===== src/rtl/mips_pkg.sv =====
// Shared encodings for the Small-MIPS control path: ALU codes, opcodes, functs,
// multicycle state encoding and datapath select codes.
package mips_pkg;

    localparam logic [3:0] ALU_AND = 4'b0000;
    localparam logic [3:0] ALU_OR  = 4'b0001;
    localparam logic [3:0] ALU_ADD = 4'b0010;
    localparam logic [3:0] ALU_SUB = 4'b0110;
    localparam logic [3:0] ALU_SLT = 4'b0111;
    localparam logic [3:0] ALU_NOR = 4'b1100;

    localparam logic [1:0] ALUOP_ADD   = 2'b00;
    localparam logic [1:0] ALUOP_SUB   = 2'b01;
    localparam logic [1:0] ALUOP_FUNCT = 2'b10;

    localparam logic [5:0] OP_RTYPE = 6'b000000;
    localparam logic [5:0] OP_LW    = 6'b100011;
    localparam logic [5:0] OP_SW    = 6'b101011;
    localparam logic [5:0] OP_BEQ   = 6'b000100;
    localparam logic [5:0] OP_ADDI  = 6'b001000;
    localparam logic [5:0] OP_J     = 6'b000010;

    localparam logic [5:0] F_ADD = 6'b100000;
    localparam logic [5:0] F_SUB = 6'b100010;
    localparam logic [5:0] F_AND = 6'b100100;
    localparam logic [5:0] F_OR  = 6'b100101;
    localparam logic [5:0] F_NOR = 6'b100111;
    localparam logic [5:0] F_SLT = 6'b101010;

    localparam logic [1:0] SRCB_B      = 2'b00;
    localparam logic [1:0] SRCB_FOUR   = 2'b01;
    localparam logic [1:0] SRCB_IMM    = 2'b10;
    localparam logic [1:0] SRCB_IMM_SH = 2'b11;

    localparam logic [1:0] PCSRC_ALU    = 2'b00;
    localparam logic [1:0] PCSRC_ALUOUT = 2'b01;
    localparam logic [1:0] PCSRC_JUMP   = 2'b10;

    typedef enum logic [3:0] {
        S_IDLE   = 4'd0,
        S_FETCH  = 4'd1,
        S_DECODE = 4'd2,
        S_MEMADR = 4'd3,
        S_MEMRD  = 4'd4,
        S_MEMWB  = 4'd5,
        S_MEMWR  = 4'd6,
        S_EXEC   = 4'd7,
        S_ALUWB  = 4'd8,
        S_ADDIEX = 4'd9,
        S_ADDIWB = 4'd10,
        S_BRANCH = 4'd11,
        S_JUMP   = 4'd12
    } state_e;

    // Non-R-type opcodes the core implements; R-type legality depends on funct.
    function automatic logic is_itype_known(input logic [5:0] op);
        return (op == OP_LW) || (op == OP_SW) || (op == OP_BEQ) ||
               (op == OP_ADDI) || (op == OP_J);
    endfunction

endpackage


===== src/rtl/alu_decoder.sv =====
// ALU control decoder shared with the single-cycle core: fixed ADD/SUB or
// funct-driven control, plus a legality flag for the funct field.
module alu_decoder
    import mips_pkg::*;
(
    input  logic [1:0] i_alu_op,
    input  logic [5:0] i_funct,
    output logic [3:0] o_control,
    output logic       o_legal
);

    always_comb begin
        o_control = ALU_ADD;
        o_legal   = 1'b1;
        case (i_alu_op)
            ALUOP_ADD: o_control = ALU_ADD;
            ALUOP_SUB: o_control = ALU_SUB;
            ALUOP_FUNCT: begin
                case (i_funct)
                    F_ADD:   o_control = ALU_ADD;
                    F_SUB:   o_control = ALU_SUB;
                    F_AND:   o_control = ALU_AND;
                    F_OR:    o_control = ALU_OR;
                    F_NOR:   o_control = ALU_NOR;
                    F_SLT:   o_control = ALU_SLT;
                    default: begin
                        o_control = ALU_AND;
                        o_legal   = 1'b0;
                    end
                endcase
            end
            default: o_legal = 1'b0;
        endcase
    end

endmodule


===== src/rtl/mips_mc_control.sv =====
// Multicycle control FSM for the Small-MIPS datapath: sequences each
// instruction and decodes Moore-style datapath controls from the state register.
module mips_mc_control
    import mips_pkg::*;
(
    input  logic       i_clk,
    input  logic       i_rst_n,
    input  logic [5:0] i_opcode,
    input  logic [5:0] i_funct,
    input  logic       i_zf,
    output logic       o_pc_en,
    output logic       o_iord,
    output logic       o_mem_write,
    output logic       o_ir_write,
    output logic       o_reg_dst,
    output logic       o_mem_to_reg,
    output logic       o_reg_write,
    output logic       o_alu_src_a,
    output logic [1:0] o_alu_src_b,
    output logic [1:0] o_pc_src,
    output logic [3:0] o_alu_control,
    output logic       o_illegal,
    output logic [3:0] o_state
);

    state_e     state_q;
    logic       store_q;
    logic [1:0] alu_op;
    logic [3:0] dec_control;
    logic       dec_legal;
    logic       instr_legal;

    alu_decoder u_alu_decoder (
        .i_alu_op (alu_op),
        .i_funct  (i_funct),
        .o_control(dec_control),
        .o_legal  (dec_legal)
    );

    // In DECODE the decoder runs in funct mode only to judge R-type legality.
    assign instr_legal = (i_opcode == OP_RTYPE) ? dec_legal : is_itype_known(i_opcode);

    // Opcode is only valid during DECODE, so lw/sw is remembered for MEMADR.
    always_ff @(posedge i_clk or negedge i_rst_n) begin
        if (!i_rst_n) begin
            state_q <= S_IDLE;
            store_q <= 1'b0;
        end else begin
            case (state_q)
                S_IDLE:  state_q <= S_FETCH;
                S_FETCH: state_q <= S_DECODE;
                S_DECODE: begin
                    store_q <= (i_opcode == OP_SW);
                    if (!instr_legal) begin
                        state_q <= S_FETCH;
                    end else begin
                        case (i_opcode)
                            OP_LW, OP_SW: state_q <= S_MEMADR;
                            OP_RTYPE:     state_q <= S_EXEC;
                            OP_BEQ:       state_q <= S_BRANCH;
                            OP_ADDI:      state_q <= S_ADDIEX;
                            OP_J:         state_q <= S_JUMP;
                            default:      state_q <= S_FETCH;
                        endcase
                    end
                end
                S_MEMADR: state_q <= store_q ? S_MEMWR : S_MEMRD;
                S_MEMRD:  state_q <= S_MEMWB;
                S_MEMWB:  state_q <= S_FETCH;
                S_MEMWR:  state_q <= S_FETCH;
                S_EXEC:   state_q <= S_ALUWB;
                S_ALUWB:  state_q <= S_FETCH;
                S_ADDIEX: state_q <= S_ADDIWB;
                S_ADDIWB: state_q <= S_FETCH;
                S_BRANCH: state_q <= S_FETCH;
                S_JUMP:   state_q <= S_FETCH;
                default:  state_q <= S_IDLE;
            endcase
        end
    end

    always_comb begin
        alu_op        = ALUOP_ADD;
        o_pc_en       = 1'b0;
        o_iord        = 1'b0;
        o_mem_write   = 1'b0;
        o_ir_write    = 1'b0;
        o_reg_dst     = 1'b0;
        o_mem_to_reg  = 1'b0;
        o_reg_write   = 1'b0;
        o_alu_src_a   = 1'b0;
        o_alu_src_b   = SRCB_B;
        o_pc_src      = PCSRC_ALU;
        o_alu_control = 4'b0000;
        o_illegal     = 1'b0;
        case (state_q)
            S_FETCH: begin
                o_ir_write    = 1'b1;
                o_alu_src_b   = SRCB_FOUR;
                o_alu_control = dec_control;
                o_pc_en       = 1'b1;
            end
            S_DECODE: begin
                alu_op        = ALUOP_FUNCT;
                o_alu_src_b   = SRCB_IMM_SH;
                o_alu_control = ALU_ADD;
                o_illegal     = ~instr_legal;
            end
            S_MEMADR, S_ADDIEX: begin
                o_alu_src_a   = 1'b1;
                o_alu_src_b   = SRCB_IMM;
                o_alu_control = dec_control;
            end
            S_MEMRD: o_iord = 1'b1;
            S_MEMWR: begin
                o_iord      = 1'b1;
                o_mem_write = 1'b1;
            end
            S_MEMWB: begin
                o_mem_to_reg = 1'b1;
                o_reg_write  = 1'b1;
            end
            S_EXEC: begin
                alu_op        = ALUOP_FUNCT;
                o_alu_src_a   = 1'b1;
                o_alu_control = dec_control;
            end
            S_ALUWB: begin
                o_reg_dst   = 1'b1;
                o_reg_write = 1'b1;
            end
            S_ADDIWB: o_reg_write = 1'b1;
            S_BRANCH: begin
                alu_op        = ALUOP_SUB;
                o_alu_src_a   = 1'b1;
                o_alu_control = dec_control;
                o_pc_src      = PCSRC_ALUOUT;
                o_pc_en       = i_zf;
            end
            S_JUMP: begin
                o_pc_src = PCSRC_JUMP;
                o_pc_en  = 1'b1;
            end
            default: ;
        endcase
    end

    assign o_state = state_q;

endmodule


===== config.mk =====
export PLATFORM = sky130hd
export DESIGN_NAME = mips_mc_control
export DESIGN_NICKNAME = d
export VERILOG_FILES = /design/src/rtl/mips_pkg.sv /design/src/rtl/alu_decoder.sv /design/src/rtl/mips_mc_control.sv
export SDC_FILE = /design/constraint.sdc
export NUM_CORES = 1
export LEC_CHECK = 0
export ABC_AREA = 1
export CORE_MARGIN = 2
export CORE_UTILIZATION = 43
export CTS_CLUSTER_DIAMETER = 150
export DETAILED_ROUTE_END_ITERATION = 7
export PLACE_DENSITY = 0.84
export SLEW_MARGIN = 20
export SYNTH_ARGS = -nofsm -noshare
export SYNTH_HDL_FRONTEND = slang
export SYNTH_HIERARCHICAL = 1
export SYNTH_SLANG_ARGS = --single-unit

===== constraint.sdc =====
create_clock -name i_clk -period 5 [get_ports i_clk]
set_input_delay 1 -clock i_clk [delete_from_list [all_inputs] [get_ports i_clk]]
set_output_delay 1 -clock i_clk [all_outputs]
set_load 0.005 [all_outputs]

==> flow_metrics.tcl <==
set metrics [dict create \
    yosys.cell_types.count 22 \
    synth_edf_count 0 \
    grt_util_all_layers_pct 19.8 \
    grt_max_degree 10 \
    area_delta_synth_final_pct 50.2 \
    antenna_cells 0 \
    initialDrtViolationCount 23 \
    pin_count 36 \
    power_frac_clock_pct 10.9 \
    synthCells 137 \
    slowest_stage "clkdlybuf4s50_1" \
    min_path_type "reg -> reg" \
    cts_sinks 5 \
    use_met3_pct 3.53 \
    avgSynthCellArea_um2 5.56 \
    path_cells "clkdlybuf4s50_1 -> inv_1 -> nand3_1 -> nor2_1 -> nor2_1 -> nand3_1 -> nand2_1 -> a21oi_2 -> inv_1 -> nand2_1 -> nor2_1 -> nor2_1 -> nor2_1 -> clkdlybuf4s50_1" \
    hold_ws_ns 0.484 \
    p_int_mw 0.240 \
    grt_use_met2_pct 35.0 \
    vdd_drop_max_v 0.000240 \
    die_h_um 46.1 \
    cts_root_buf "clkbuf_4" \
    num_rows 15 \
    yosys.area.top_type "dfrtp_1" \
    min_from "store_q$_DFFE_PN0P_" \
    drt-total-wl_mm 1.90 \
    tritoncts "built" \
    clock_path_buffers 2 \
    core-area_um2 1690 \
    cpPeakStageDelay_ns 0.50 \
    ys_async_sr_fraction_pct 100 \
    drive_above_1_share_pct 10.3 \
    ys_seq_area_share_pct 16.4 \
    place.gp.congestion 0.875 \
    vias 951 \
    ys_seq_elements 5 \
    worstSkewPairLatency_ns 0.23 \
    power_frac_comb_pct 70.4 \
    setup-tns-final_ns 0 \
    synth_area_leaders "dfrtp_1, nor2_1, inv_1" \
    crit_family "buffers and inverters" \
    crit_path_start_kind "primary input" \
    outcome "finished, final reports clean" \
    busiest_layer "met2" \
    dp_hpwl_mm 1.65 \
    maxSlewHeadroom_pct 76.9 \
    pwr_density_cell_nw_per_um2 371 \
    drt-vias-per-instance 4.98 \
    cap_violations 0 \
    worst-path-max-fanout 3 \
    cp.arrival_ns 3.00 \
    setup_violations 0 \
    crit_required_ns 4.00 \
    first_pass_iters 4 \
    synth_area_um2 762 \
    hold_viol_final 0 \
    rsz0062_at_grt "no" \
    worst_pin_slew_ns 0.345 \
    path_class "in -> out" \
    grt_pass1_vias 819 \
    portBuffers 35 \
    drc_errors 0 \
    min_period_ns 4.00 \
    p_sw_mw 0.185 \
    critPathBufInv 4 \
    grt_pass1_wl_mm 3.14 \
    synth-warning-count 6 \
    cts_made_buffers 3 \
    met1_usage_pct 25.8 \
    slew_viol_final 0 \
    post_cts_resize_count 0 \
    synth_top_area_share_pct 16.4 \
    startpoint "i_funct[3]" \
    synth_top_flop_cell "dfrtp_1" \
    synthTopCellsByCount "nor2_1, inv_1, nand2_1, nand3_1, nor2_2" \
    post_cts.repair.setup_buffers 0 \
    die_x_um 46.1 \
    dieArea_um2 2120 \
    period_share_pct 79.9 \
    crit_path_end_kind "output port" \
    final_antenna_net_count 0 \
    wire_per_inst_um 9.95 \
    p_seq_share_pct 18.7 \
    grt_overflow_total 0 \
    reg2reg_from "o_state[3]$_DFF_PN0_" \
    syn_nets 156 \
    cts.htree.levels 1 \
    crit_path_frequent_cell "nor2_1" \
    switching_share_pct 43.5 \
    antenna_found_initial 0 \
    postCtsHoldBufs 0 \
    clkTransAtPathRegs_ns 0.04 \
    fmax_ghz 0.250 \
    initial_core_util_pct 45.1 \
    leakage_nw 0.538 \
    yosysMostFrequentCell "nor2_1" \
    finClkSkew_ns 0.000841 \
    nets 194 \
]
-- layout by cell type (no fill, tap or decap), drive strengths merged --
master	synthesis	layout
nand4	1	1
dfrtp	5	5
o211ai	1	1
nand3	17	17
nand3b	2	2
ha	4	4
nor3	4	4
o22ai	2	2
clkdlybuf4s50	0	35
a21oi	3	3
a31oi	2	2
o31ai	1	1
nand2	25	25
nor2	35	35
inv	29	29
o21ai	4	4
clkbuf	0	4
-- cell families (layout without fill, tap and decap cells) --
family                     after synthesis  after routing  synth area share [%]
AOI/OAI and AO/OA                       13             13                  10.3
adders and majority gates                4              4                  6.57
DFF                                      5              5                  16.4
buffers and inverters                   31             68                  16.3
and+or+nand+nor                         84             84                  50.4
-- state kept, by name (all words and copies together), names as in the netlist --
register / cells
o_state: 4
store_q: 1
-- final cells by class --
cell class                 count  area (um2)
fill                         149         544
sequential                     5         125
tap                           17        21.3
inverter                      29         109
clock buffer                   4        26.3
multi-input combinational    101         513
timing repair buffer          35         350
-- through the flow --
step	setup WS, ns	area, um2	std cells	total power [mW]	utilization, %
floorplan	2.13	762	137	0.235	-
global placement	1.07	1120	187	0.373	66.2
detailed placement	1.02	1120	187	0.379	66.2
CTS	1.01	1140	191	0.427	67.8
global route	0.775	1140	191	0.464	67.8
finish	1.00	1140	191	0.425	67.8
-- worst reg2reg max path, cell delays in order (launching register included) --
cell and delay (ns):
dfrtp_1 0.46, inv_1 0.14, nand2_1 0.14, o21ai_0 0.33
inv_1 0.12, ha_1 0.22, nor2_1 0.13, a21oi_2 0.07
inv_1 0.05, nand2_1 0.04, nor2_1 0.16, a21oi_1 0.06
nand2_1 0.06, nand3_1 0.07
-- layer usage --
layer | wire, um | up-vias
met4 | 0 | 0
met1 | 882 | 413
met5 | 0 | -
met3 | 103 | 0
li1 | - | 504
met2 | 915 | 34
-- worst paths after layout --
path	endpoint	slack (ns)	cells past startpoint
worst max-delay path	o_illegal	1.00	14
worst min-delay path	store_q$_DFFE_PN0P_	0.48	2
worst max register to register	o_state[2]$_DFF_PN0_	2.82	13
worst min register to register	store_q$_DFFE_PN0P_	0.48	2
max in group asynchronous	o_state[3]$_DFF_PN0_	3.83	1
min in group asynchronous	o_state[0]$_DFF_PN0_	0.98	1
-- power by group through the flow --
stage / Combinational (mW) / Sequential (mW) / Clock [mW]
6_report: 0.300 / 0.0794 / 0.0463
5_1_grt: 0.332 / 0.0825 / 0.0495
4_1_cts: 0.300 / 0.0794 / 0.0473
3_5_place_dp: 0.299 / 0.0803 / 0
3_3_place_gp: 0.294 / 0.0797 / 0
2_1_floorplan: 0.164 / 0.0711 / 0
Note: power is estimated with default switching activity, not from simulation.
